[config.mk]
export PLATFORM = sky130hd
export DESIGN_NAME = hazard_ctrl_flat
export DESIGN_NICKNAME = d
export VERILOG_FILES = /design/src/rtl/rv_pkg.sv /design/src/rtl/hazard_ctrl_if.sv /design/src/rtl/hazard_ctrl_fwd_sel.sv /design/src/rtl/hazard_ctrl.sv /design/src/flat_wrapper.sv
export SDC_FILE = /design/constraint.sdc
export NUM_CORES = 1
export LEC_CHECK = 0
export CAP_MARGIN = 10
export CELL_PAD_IN_SITES_DETAIL_PLACEMENT = 0
export CELL_PAD_IN_SITES_GLOBAL_PLACEMENT = 1
export CORE_UTILIZATION = 30
export CTS_BUF_LIST = sky130_fd_sc_hd__clkbuf_16
export DETAILED_ROUTE_END_ITERATION = 16
export PLACE_DENSITY_LB_ADDON = 0.1
export SYNTH_ARGS = -nofsm -noshare
export SYNTH_HDL_FRONTEND = slang
export SYNTH_HIERARCHICAL = 1
export SYNTH_SLANG_ARGS = --single-unit
[constraint.sdc]
create_clock -name clk -period 3.12 [get_ports clk]
set_input_delay 0.312 -clock clk [delete_from_list [all_inputs] [get_ports clk]]
set_output_delay 0.312 -clock clk [all_outputs]
set_load 0.1 [all_outputs]
[src/rtl/rv_pkg.sv]
// Shared core definitions for the RV32I pipeline: result-select encodings,
// forward-select constants, hazard FSM state type and a register-match helper.
package rv_pkg;

    // Result select encodings carried with each instruction (ResultSrc).
    localparam logic [1:0] RES_ALU = 2'b00;
    localparam logic [1:0] RES_MEM = 2'b01;
    localparam logic [1:0] RES_PC4 = 2'b10;

    // Operand source selects for the execute-stage ALU inputs.
    localparam logic [1:0] FWD_RF  = 2'b00;
    localparam logic [1:0] FWD_MEM = 2'b10;
    localparam logic [1:0] FWD_WB  = 2'b01;

    // Width of the memory watchdog counter; MAX_WAIT must fit (2..255).
    localparam int WAIT_CNT_W = 8;

    // Memory-handshake watchdog states.
    typedef enum logic [1:0] {
        RUN      = 2'b00,
        MEM_WAIT = 2'b01,
        ERROR    = 2'b10
    } hz_state_t;

    // A later stage produces the value of source register rs when it writes
    // a non-zero destination equal to rs (x0 is never forwarded).
    function automatic logic reg_match(input logic       we,
                                       input logic [4:0] rd,
                                       input logic [4:0] rs);
        return we && (rd != 5'd0) && (rd == rs);
    endfunction

endpackage

[src/rtl/hazard_ctrl_if.sv]
// Bundle between the pipeline datapath and the hazard controller.
// The datapath is the master (drives register ids and memory status),
// the controller is the slave (returns stall/flush/forward controls).
interface hazard_ctrl_if;
    logic [4:0] Rs1D;
    logic [4:0] Rs2D;
    logic [4:0] Rs1E;
    logic [4:0] Rs2E;
    logic [4:0] RdE;
    logic [1:0] ResultSrcE;
    logic       PCSrcE;
    logic [4:0] RdM;
    logic       RegWriteM;
    logic       MemReqM;
    logic [4:0] RdWB;
    logic       RegWriteWB;
    logic       dmem_ready;

    logic       dmem_req;
    logic       StallF;
    logic       StallD;
    logic       StallE;
    logic       StallM;
    logic       FlushD;
    logic       FlushE;
    logic       FlushWB;
    logic [1:0] ForwardAE;
    logic [1:0] ForwardBE;
    logic       mem_timeout;

    modport master (
        output Rs1D, Rs2D, Rs1E, Rs2E, RdE, ResultSrcE, PCSrcE,
               RdM, RegWriteM, MemReqM, RdWB, RegWriteWB, dmem_ready,
        input  dmem_req, StallF, StallD, StallE, StallM,
               FlushD, FlushE, FlushWB, ForwardAE, ForwardBE, mem_timeout
    );

    modport slave (
        input  Rs1D, Rs2D, Rs1E, Rs2E, RdE, ResultSrcE, PCSrcE,
               RdM, RegWriteM, MemReqM, RdWB, RegWriteWB, dmem_ready,
        output dmem_req, StallF, StallD, StallE, StallM,
               FlushD, FlushE, FlushWB, ForwardAE, ForwardBE, mem_timeout
    );
endinterface

[src/rtl/hazard_ctrl_fwd_sel.sv]
// Forward-select for one execute-stage operand: the memory stage result
// is newer than the writeback result, so it takes precedence.
module hazard_ctrl_fwd_sel
    import rv_pkg::*;
(
    input  logic [4:0] i_rs_e,
    input  logic [4:0] i_rd_m,
    input  logic       i_reg_write_m,
    input  logic [4:0] i_rd_wb,
    input  logic       i_reg_write_wb,
    output logic [1:0] o_fwd
);

    // Choose the youngest in-flight producer of i_rs_e.
    always_comb begin
        o_fwd = FWD_RF;
        if (reg_match(i_reg_write_m, i_rd_m, i_rs_e)) begin
            o_fwd = FWD_MEM;
        end else if (reg_match(i_reg_write_wb, i_rd_wb, i_rs_e)) begin
            o_fwd = FWD_WB;
        end
    end

endmodule

[src/rtl/hazard_ctrl.sv]
// Hazard, stall and forwarding controller for the 5-stage RV32I pipeline.
// Owns the data-memory handshake: an unready access freezes PC..EX/MEM and
// bubbles MEM/WB; a watchdog moves to a sticky ERROR state if memory never
// answers within MAX_WAIT cycles. All controls are forced low during reset.
module hazard_ctrl
    import rv_pkg::*;
#(
    parameter int MAX_WAIT = 16     // legal range 2..255
) (
    input  logic          clk,
    input  logic          reset,
    hazard_ctrl_if.slave  hz
);

    localparam logic [WAIT_CNT_W-1:0] LAST_WAIT = WAIT_CNT_W'(MAX_WAIT - 1);

    hz_state_t             r_state;
    hz_state_t             w_state_next;
    logic [WAIT_CNT_W-1:0] r_wait_cnt;
    logic [WAIT_CNT_W-1:0] w_wait_cnt_next;
    logic                  r_timeout;
    logic                  w_timeout_next;

    logic                  w_mem_stall;
    logic                  w_lw_stall;
    logic [4:0]            w_rs_e [2];
    logic [1:0]            w_fwd  [2];

    logic                  w_dmem_req;
    logic                  w_stall_f;
    logic                  w_stall_d;
    logic                  w_stall_e;
    logic                  w_stall_m;
    logic                  w_flush_d;
    logic                  w_flush_e;
    logic                  w_flush_wb;

    // Watchdog state, wait counter and sticky timeout flag.
    always_ff @(posedge clk or posedge reset) begin
        if (reset) begin
            r_state    <= RUN;
            r_wait_cnt <= '0;
            r_timeout  <= 1'b0;
        end else begin
            r_state    <= w_state_next;
            r_wait_cnt <= w_wait_cnt_next;
            r_timeout  <= w_timeout_next;
        end
    end

    // Next state: count consecutive unready memory cycles and give up on
    // the MAX_WAIT-th one. The RUN cycle that first sees the stall is
    // already unready cycle 1, hence the counter starts at 1.
    always_comb begin
        w_state_next    = r_state;
        w_wait_cnt_next = r_wait_cnt;
        w_timeout_next  = r_timeout;
        case (r_state)
            RUN: begin
                if (hz.MemReqM && !hz.dmem_ready) begin
                    w_state_next    = MEM_WAIT;
                    w_wait_cnt_next = WAIT_CNT_W'(1);
                end
            end
            MEM_WAIT: begin
                if (hz.dmem_ready) begin
                    w_state_next    = RUN;
                    w_wait_cnt_next = '0;
                end else if (r_wait_cnt == LAST_WAIT) begin
                    w_state_next    = ERROR;
                    w_timeout_next  = 1'b1;
                end else begin
                    w_wait_cnt_next = r_wait_cnt + WAIT_CNT_W'(1);
                end
            end
            ERROR: begin
                // Only reset leaves ERROR; memory responses are ignored.
                w_state_next = ERROR;
            end
            default: begin
                w_state_next    = RUN;
                w_wait_cnt_next = '0;
            end
        endcase
    end

    // Hazard detection terms feeding the output decode.
    assign w_mem_stall = (r_state == RUN      && hz.MemReqM && !hz.dmem_ready) ||
                         (r_state == MEM_WAIT && !hz.dmem_ready) ||
                         (r_state == ERROR);

    assign w_lw_stall  = (hz.ResultSrcE == RES_MEM) && (hz.RdE != 5'd0) &&
                         ((hz.RdE == hz.Rs1D) || (hz.RdE == hz.Rs2D));

    // Outputs: a memory hold freezes everything and defers load-use and
    // branch handling, since the held ID/EX contents re-evaluate on release.
    always_comb begin
        w_dmem_req = 1'b0;
        w_stall_f  = 1'b0;
        w_stall_d  = 1'b0;
        w_stall_e  = 1'b0;
        w_stall_m  = 1'b0;
        w_flush_d  = 1'b0;
        w_flush_e  = 1'b0;
        w_flush_wb = 1'b0;
        if (!reset) begin
            w_dmem_req = hz.MemReqM && (r_state != ERROR);
            if (w_mem_stall) begin
                w_stall_f  = 1'b1;
                w_stall_d  = 1'b1;
                w_stall_e  = 1'b1;
                w_stall_m  = 1'b1;
                w_flush_wb = 1'b1;
            end else begin
                w_stall_f  = w_lw_stall;
                w_stall_d  = w_lw_stall;
                w_flush_e  = w_lw_stall || hz.PCSrcE;
                w_flush_d  = hz.PCSrcE;
            end
        end
    end

    assign w_rs_e[0] = hz.Rs1E;
    assign w_rs_e[1] = hz.Rs2E;

    // One forwarding comparator per ALU operand.
    generate
        for (genvar gi = 0; gi < 2; gi++) begin : g_fwd
            hazard_ctrl_fwd_sel u_fwd_sel (
                .i_rs_e         (w_rs_e[gi]),
                .i_rd_m         (hz.RdM),
                .i_reg_write_m  (hz.RegWriteM),
                .i_rd_wb        (hz.RdWB),
                .i_reg_write_wb (hz.RegWriteWB),
                .o_fwd          (w_fwd[gi])
            );
        end
    endgenerate

    assign hz.dmem_req    = w_dmem_req;
    assign hz.StallF      = w_stall_f;
    assign hz.StallD      = w_stall_d;
    assign hz.StallE      = w_stall_e;
    assign hz.StallM      = w_stall_m;
    assign hz.FlushD      = w_flush_d;
    assign hz.FlushE      = w_flush_e;
    assign hz.FlushWB     = w_flush_wb;
    assign hz.ForwardAE   = reset ? FWD_RF : w_fwd[0];
    assign hz.ForwardBE   = reset ? FWD_RF : w_fwd[1];
    assign hz.mem_timeout = r_timeout;

endmodule

[src/flat_wrapper.sv]
// flat-port wrapper written by rule: the top's interface ports become plain ports
module hazard_ctrl_flat import rv_pkg::*;
#(
    parameter int MAX_WAIT = 16                          
)
  (clk, reset, hz_Rs1D, hz_Rs2D, hz_Rs1E, hz_Rs2E, hz_RdE, hz_ResultSrcE, hz_PCSrcE, hz_RdM, hz_RegWriteM, hz_MemReqM, hz_RdWB, hz_RegWriteWB, hz_dmem_ready, hz_dmem_req, hz_StallF, hz_StallD, hz_StallE, hz_StallM, hz_FlushD, hz_FlushE, hz_FlushWB, hz_ForwardAE, hz_ForwardBE, hz_mem_timeout);
  hazard_ctrl_if hz_i ();
  input  logic clk;
  input  logic reset;
  input wire logic [$bits(hz_i.Rs1D)-1:0] hz_Rs1D;
  input wire logic [$bits(hz_i.Rs2D)-1:0] hz_Rs2D;
  input wire logic [$bits(hz_i.Rs1E)-1:0] hz_Rs1E;
  input wire logic [$bits(hz_i.Rs2E)-1:0] hz_Rs2E;
  input wire logic [$bits(hz_i.RdE)-1:0] hz_RdE;
  input wire logic [$bits(hz_i.ResultSrcE)-1:0] hz_ResultSrcE;
  input wire logic [$bits(hz_i.PCSrcE)-1:0] hz_PCSrcE;
  input wire logic [$bits(hz_i.RdM)-1:0] hz_RdM;
  input wire logic [$bits(hz_i.RegWriteM)-1:0] hz_RegWriteM;
  input wire logic [$bits(hz_i.MemReqM)-1:0] hz_MemReqM;
  input wire logic [$bits(hz_i.RdWB)-1:0] hz_RdWB;
  input wire logic [$bits(hz_i.RegWriteWB)-1:0] hz_RegWriteWB;
  input wire logic [$bits(hz_i.dmem_ready)-1:0] hz_dmem_ready;
  output wire logic [$bits(hz_i.dmem_req)-1:0] hz_dmem_req;
  output wire logic [$bits(hz_i.StallF)-1:0] hz_StallF;
  output wire logic [$bits(hz_i.StallD)-1:0] hz_StallD;
  output wire logic [$bits(hz_i.StallE)-1:0] hz_StallE;
  output wire logic [$bits(hz_i.StallM)-1:0] hz_StallM;
  output wire logic [$bits(hz_i.FlushD)-1:0] hz_FlushD;
  output wire logic [$bits(hz_i.FlushE)-1:0] hz_FlushE;
  output wire logic [$bits(hz_i.FlushWB)-1:0] hz_FlushWB;
  output wire logic [$bits(hz_i.ForwardAE)-1:0] hz_ForwardAE;
  output wire logic [$bits(hz_i.ForwardBE)-1:0] hz_ForwardBE;
  output wire logic [$bits(hz_i.mem_timeout)-1:0] hz_mem_timeout;
  assign hz_i.Rs1D = hz_Rs1D;
  assign hz_i.Rs2D = hz_Rs2D;
  assign hz_i.Rs1E = hz_Rs1E;
  assign hz_i.Rs2E = hz_Rs2E;
  assign hz_i.RdE = hz_RdE;
  assign hz_i.ResultSrcE = hz_ResultSrcE;
  assign hz_i.PCSrcE = hz_PCSrcE;
  assign hz_i.RdM = hz_RdM;
  assign hz_i.RegWriteM = hz_RegWriteM;
  assign hz_i.MemReqM = hz_MemReqM;
  assign hz_i.RdWB = hz_RdWB;
  assign hz_i.RegWriteWB = hz_RegWriteWB;
  assign hz_i.dmem_ready = hz_dmem_ready;
  assign hz_dmem_req = hz_i.dmem_req;
  assign hz_StallF = hz_i.StallF;
  assign hz_StallD = hz_i.StallD;
  assign hz_StallE = hz_i.StallE;
  assign hz_StallM = hz_i.StallM;
  assign hz_FlushD = hz_i.FlushD;
  assign hz_FlushE = hz_i.FlushE;
  assign hz_FlushWB = hz_i.FlushWB;
  assign hz_ForwardAE = hz_i.ForwardAE;
  assign hz_ForwardBE = hz_i.ForwardBE;
  assign hz_mem_timeout = hz_i.mem_timeout;
  hazard_ctrl #(.MAX_WAIT(MAX_WAIT)) u_core (.clk(clk), .reset(reset), .hz(hz_i));
endmodule
Word level (Yosys, flattened, before mapping)
Index checks and enable logic that the tools add are counted.

word-level totals
  output and inout port bits = 13
  word-level logic and storage cells = 68
  register bits = 11
  bits of input ports = 44

operators by class
  reductions and logical operators = 25
  multiplexer cells = 23
  add/subtract/negate cells = 1
  equality and inequality tests = 14
  bitwise operators = 2

operators with widths
  operator                                              count
  equality test 5 bit                                   6
  two-way mux 8 bit                                     3
  case mux 8 bit (3 select lines)                       1
  nonzero test 5 bit                                    3
  two-way mux 2 bit                                     7
  logical AND 1 bit                                     13
  two-way mux 1 bit                                     11
  adder 8 x 1 -> 8 bit (second input constant)          1
  equality test 8 x 4 -> 1 bit (second input constant)  1
  case mux 2 bit (3 select lines)                       1
  AND reduction 3 bit                                   2
  equality test 2 x 1 -> 1 bit (second input constant)  2
  logical OR 1 bit                                      4
  != test 3 x 2 -> 1 bit (second input constant)        1
  != test 3 bit (second input constant)                 1
  equality test 2 bit (second input constant)           1
  logical NOT 2 bit                                     1
  != test 2 x 1 -> 1 bit (second input constant)        1
  != test 2 bit (second input constant)                 1
  NOT 1 bit                                             2
  AND reduction 2 bit                                   1
  logical NOT 1 bit                                     1

Depth between registers and ports, before layout
  depth in word-level cells = 7
  depth in mapped cells = 6

Modules after synthesis
Netlist, hierarchy kept.

by module, submodules not included
  module               cells each  instances  area each (sq um)  sequential area each (sq um)
  hazard_ctrl          96          1          837.1              275.3
  hazard_ctrl_fwd_sel  20          2          151.4              0.0

Worst setup path before layout
No wires, ideal clock.

  kind = flip-flop to output port
  start = reg u_core.r_state[1]
  end = out hz_StallF
  data arrival time = 2.891 ns
  path slack = -0.083 ns
  cell stages (with the launch flop) = 6
  cell sequence = dfrtp_1 > or2_2 > nor2_1 > a21oi_1 > o22ai_1 > buf_4

between the ends
  word-level cells in the longest chain between the ends = 7
  elaborated cells between the ends (all ways) = 10
  classes of those cells = eq/ne: 2; mux: 2; reduce/logical: 6

RTL lines
  element                           line                source
  from (decl)                       hazard_ctrl.sv:17   hz_state_t r_state;
  from (signal assigned)            hazard_ctrl.sv:45   r_state <= w_state_next;
  logical NOT 2 bit                 hazard_ctrl.sv:88   assign w_mem_stall = (r_state == RUN && hz.MemReqM && !hz.dmem_ready) ||
  logical AND 1 bit (2 in a row)    hazard_ctrl.sv:88
  logical OR 1 bit                  hazard_ctrl.sv:88
  logical OR 1 bit *                hazard_ctrl.sv:89   (r_state == MEM_WAIT && !hz.dmem_ready) ||
  two-way mux 1 bit * (2 in a row)  n/a
  to (decl)                         flat_wrapper.sv:24  output wire logic [$bits(hz_i.StallF)-1:0] hz_StallF;

Mark *: on every way between the ends. The rest lies on a longest branch, timed or not.

==> key figures <==
Outcome
  – Status: complete, no violations

Setup path
  – Crit path kind: primary input to primary output
  – Arrival @ worst endpoint: 1980 ps
  – Startpoint Class: primary input
  – Setup crit end kind: primary output
  – WP data required: 2810 ps
  – CP max FO: 4

CTS
  – Sink Count: 11
  – Reg clk slew, reported paths: 40 ps
  – H-tree levels: 1
  – Post_cts resized: 0
  – Max clock buf depth: 2
  – Post-CTS Setup Bufs: 0
  – CTS root buf: clkbuf_16
  – Post-cts hold buffer count: 0
  – CTS tree: yes
  – TritonCTS Buffers: 3
  – Worst-skew pair later-pin latency: 240 ps

Die
  – Io pins: 57
  – Die H: 63.64 um
  – DIE AREA: 0.004050 mm^2
  – Die X: 63.64 um
  – Rows: 22
  – Initial core utilization: 31.13%
  – Core ar.: 0.003661 mm^2

Pwr
  – Int Power: 395.0 uW
  – Total chip power: 542.7 uW
  – Net switching power: 147.6 uW
  – Seq pwr share: 27.1%
  – P per Cell Area: 297.1 mW/mm^2
  – Clock power frac: 42.6%
  – Worst-case vdd ir drop: 0.0002262 V
  – Logic pwr share: 30.3%
  – Sw Share: 27.21%
  – LEAKAGE: 0.0007256 uW

Route
  – Drt drc: 0
  – Initial drt markers: 44
  – Via-per-instance ratio: 4.929
  – Routed vias: 1188
  – Routed len/inst: 12.75 um
  – Routed Antenna Nets: 0
  – Drt pass-1 iters: 4
  – DRT Wirelength: 3072 um

Place
  – HPWL Detailed: 2573 um
  – Count of input and output buffers: 56
  – Placed insts: 237
  – Final GP Congestion: 0.8036
  – Post-DP Area: 0.001748 mm^2

GRT
  – GR peak layer: met2
  – Largest net degree at the start of global routing: 14
  – GR Layer Usage met3: 4.529%
  – Met1 Usage GRT: 17.76%
  – Total GRT Usage: 16.02%
  – Vias in the first global route: 1190
  – Initial antenna violation count: 0
  – Met2 usage: 29.52%
  – Gr ovfl total: 0
  – Global-route wire length before repair: 5112 um

Cells and area
  – Final Instance Count excl. Fillers: 241
  – Utilization after layout: 49.90%
  – Filler cells: 370
  – Area growth syn-to-layout: 60.26%
  – Share of post-route cells with drive strength above 1: 14.51%
  – ANT cells: 0
  – Nets@finish: 239
  – Finished Cell Area: 0.001827 mm^2

Synth
  – Mapped Nets: 181
  – Area leader, netlist: dfrtp_1
  – Synthesized cell area: 0.001140 mm^2
  – Register area share after synthesis: 24.15%
  – #FFs+latches synth: 11
  – Number of library cell types mapped by synthesis: 36
  – Cells after Synth: 136
  – Syn_area_per_cell: 8.381 um^2
  – Main area contributors after synthesis: dfrtp_1 24%, xor2_1 16%, xnor2_1 8.5%
  – YS warnings: 6
  – Share of the synthesized area in the top cell type: 24.15%

Timing
  – Relative slew slack: 35.05%
  – Final setup fails: 0
  – Achievable Freq: 435.4 MHz
  – RSZ-0062 raised after global routing: no
  – Slew @ Worst Pin: 971.2 ps
  – Final TNS setup: 0 ps
  – Clk_skew: 2.115 ps
  – Max-slew violations: 0
  – Final Hold Viols: 0
  – Final Cycle Share: 73.61%
  – Post-layout min period: 2296 ps

Worst hold path
  – HP Class: register to register

Job
  – Max_cap viols: 0
## synthesized netlist by cell type, drive strengths merged
| cell | n |
|---|---|
| o211a | 1 |
| and2 | 1 |
| o41ai | 2 |
| nor2b | 4 |
| inv | 3 |
| buf | 4 |
| nand2 | 11 |
| xor2 | 21 |
| or2 | 1 |
| nor4 | 3 |
| ha | 1 |
| dfrtp | 11 |
| or4 | 2 |
| nor3b | 1 |
| a21oi | 3 |
| o21bai | 2 |
| and3 | 3 |
| nand2b | 2 |
| o21ai | 6 |
| xnor2 | 11 |
| nor3 | 8 |
| a22oi | 1 |
| mux2i | 2 |
| o21a | 1 |
| a211oi | 3 |
| o2111ai | 4 |
| o22ai | 4 |
| nand3 | 6 |
| nor2 | 14 |
## cell type report
cell class	instances	area [um^2]	area share, %
Clock inverter	1	3.754	0.2055
Tap cell	48	60.06	3.288
Inverter	3	11.26	0.6164
Timing Repair Buffer	57	575.6	31.51
Sequential cell	11	275.3	15.07
Multi-Input combinational cell	118	825.8	45.21
Clock buffer	3	75.07	4.110
## stage by stage
stage | setup WS [ps] | hold WS (ps)
final | 823.5 | 471.3
after global routing | 719.6 | 484.6
after CTS | 794.0 | 477.2
after detailed placement | 794.4 | 468.1
after global placement | 812.9 | 460.8
after floorplan | 85.70 | 185.7
## state kept, by name, indices dropped and copies added (netlist names)
| register | count |
|---|---|
| u_core/r_state | 2 |
| u_core/r_wait_cnt | 8 |
| u_core/hz.mem_timeout | 1 |
## critical path, stage by stage
cell and delay [ps]:
clkdlybuf4s50_1 510, o41ai_2 400, a211oi_2 130, nor3_2 190, nor2b_1 240, buf_12 210
## path summary, 6_finish.rpt
check | slack [ps] | to | cells after the start | start
max | 820 | hz_ForwardAE[0] | 6 | hz_RdM[1]
min | 470 | u_core/hz.mem_timeout | 1 | u_core/hz.mem_timeout
max reg2reg | 1510 | u_core/r_wait_cnt[0] | 5 | u_core/r_wait_cnt[0]
min reg2reg | 470 | u_core/hz.mem_timeout | 1 | u_core/hz.mem_timeout
max in group asynchronous | 2370 | u_core/r_wait_cnt[1] | 3 | reset
min in group asynchronous | 590 | u_core/r_wait_cnt[4] | 3 | reset
## layer usage
metal  vias up  share of wire [%]  wire, um
li1        603                  -         -
met1       536                 42      1287
met2        45                 50      1530
met3         4                7.7       237
met4         0               0.55        17
met5         -                  0         0
## logic make-up (layout without fill, tap and decap cells)
logic type	count (synthesis)	in the layout	share of synthesized area [%]
AOI/OAI and AO/OA	27	27	19.10
xor gates and xnor gates	32	32	24.59
adders and majority gates	1	1	1.098
buffers and inverters	7	64	3.951
DFF	11	11	24.15
muxes	2	2	1.756
and+or+nand+nor	56	56	25.36
## cell usage in the layout (no fill, tap or decap), types with 2 or more instances in the layout
master,netlist,routed
xnor2_1,11,11
nand2b_1,2,2
o21bai_1,2,2
a211oi_2,2,2
nor2b_1,4,4
nor2_1,14,14
mux2i_1,2,2
o41ai_2,2,2
nand3_1,6,6
dfrtp_1,11,11
o21ai_1,2,2
xor2_1,21,21
inv_1,3,4
buf_12,0,3
clkbuf_16,0,3
nor3_2,2,2
nand2_1,11,11
a21oi_1,3,3
o21ai_2,2,2
nor3_1,6,6
buf_4,3,10
nor4_1,3,3
o2111ai_1,4,4
o21ai_0,2,2
clkdlybuf4s50_1,0,44
and3_1,2,2
o22ai_1,4,3
## power by group through the flow
stage                     combinational, uW  sequential (uW)  clock, uW
after floorplan                        81.1              148          0
after detailed placement                165              149          0
final                                   164              147        231
after global routing                    176              147        242
after global placement                  165              149          0
after CTS                               166              147        235
No activity file was read; power rests on OpenSTA's default activity.
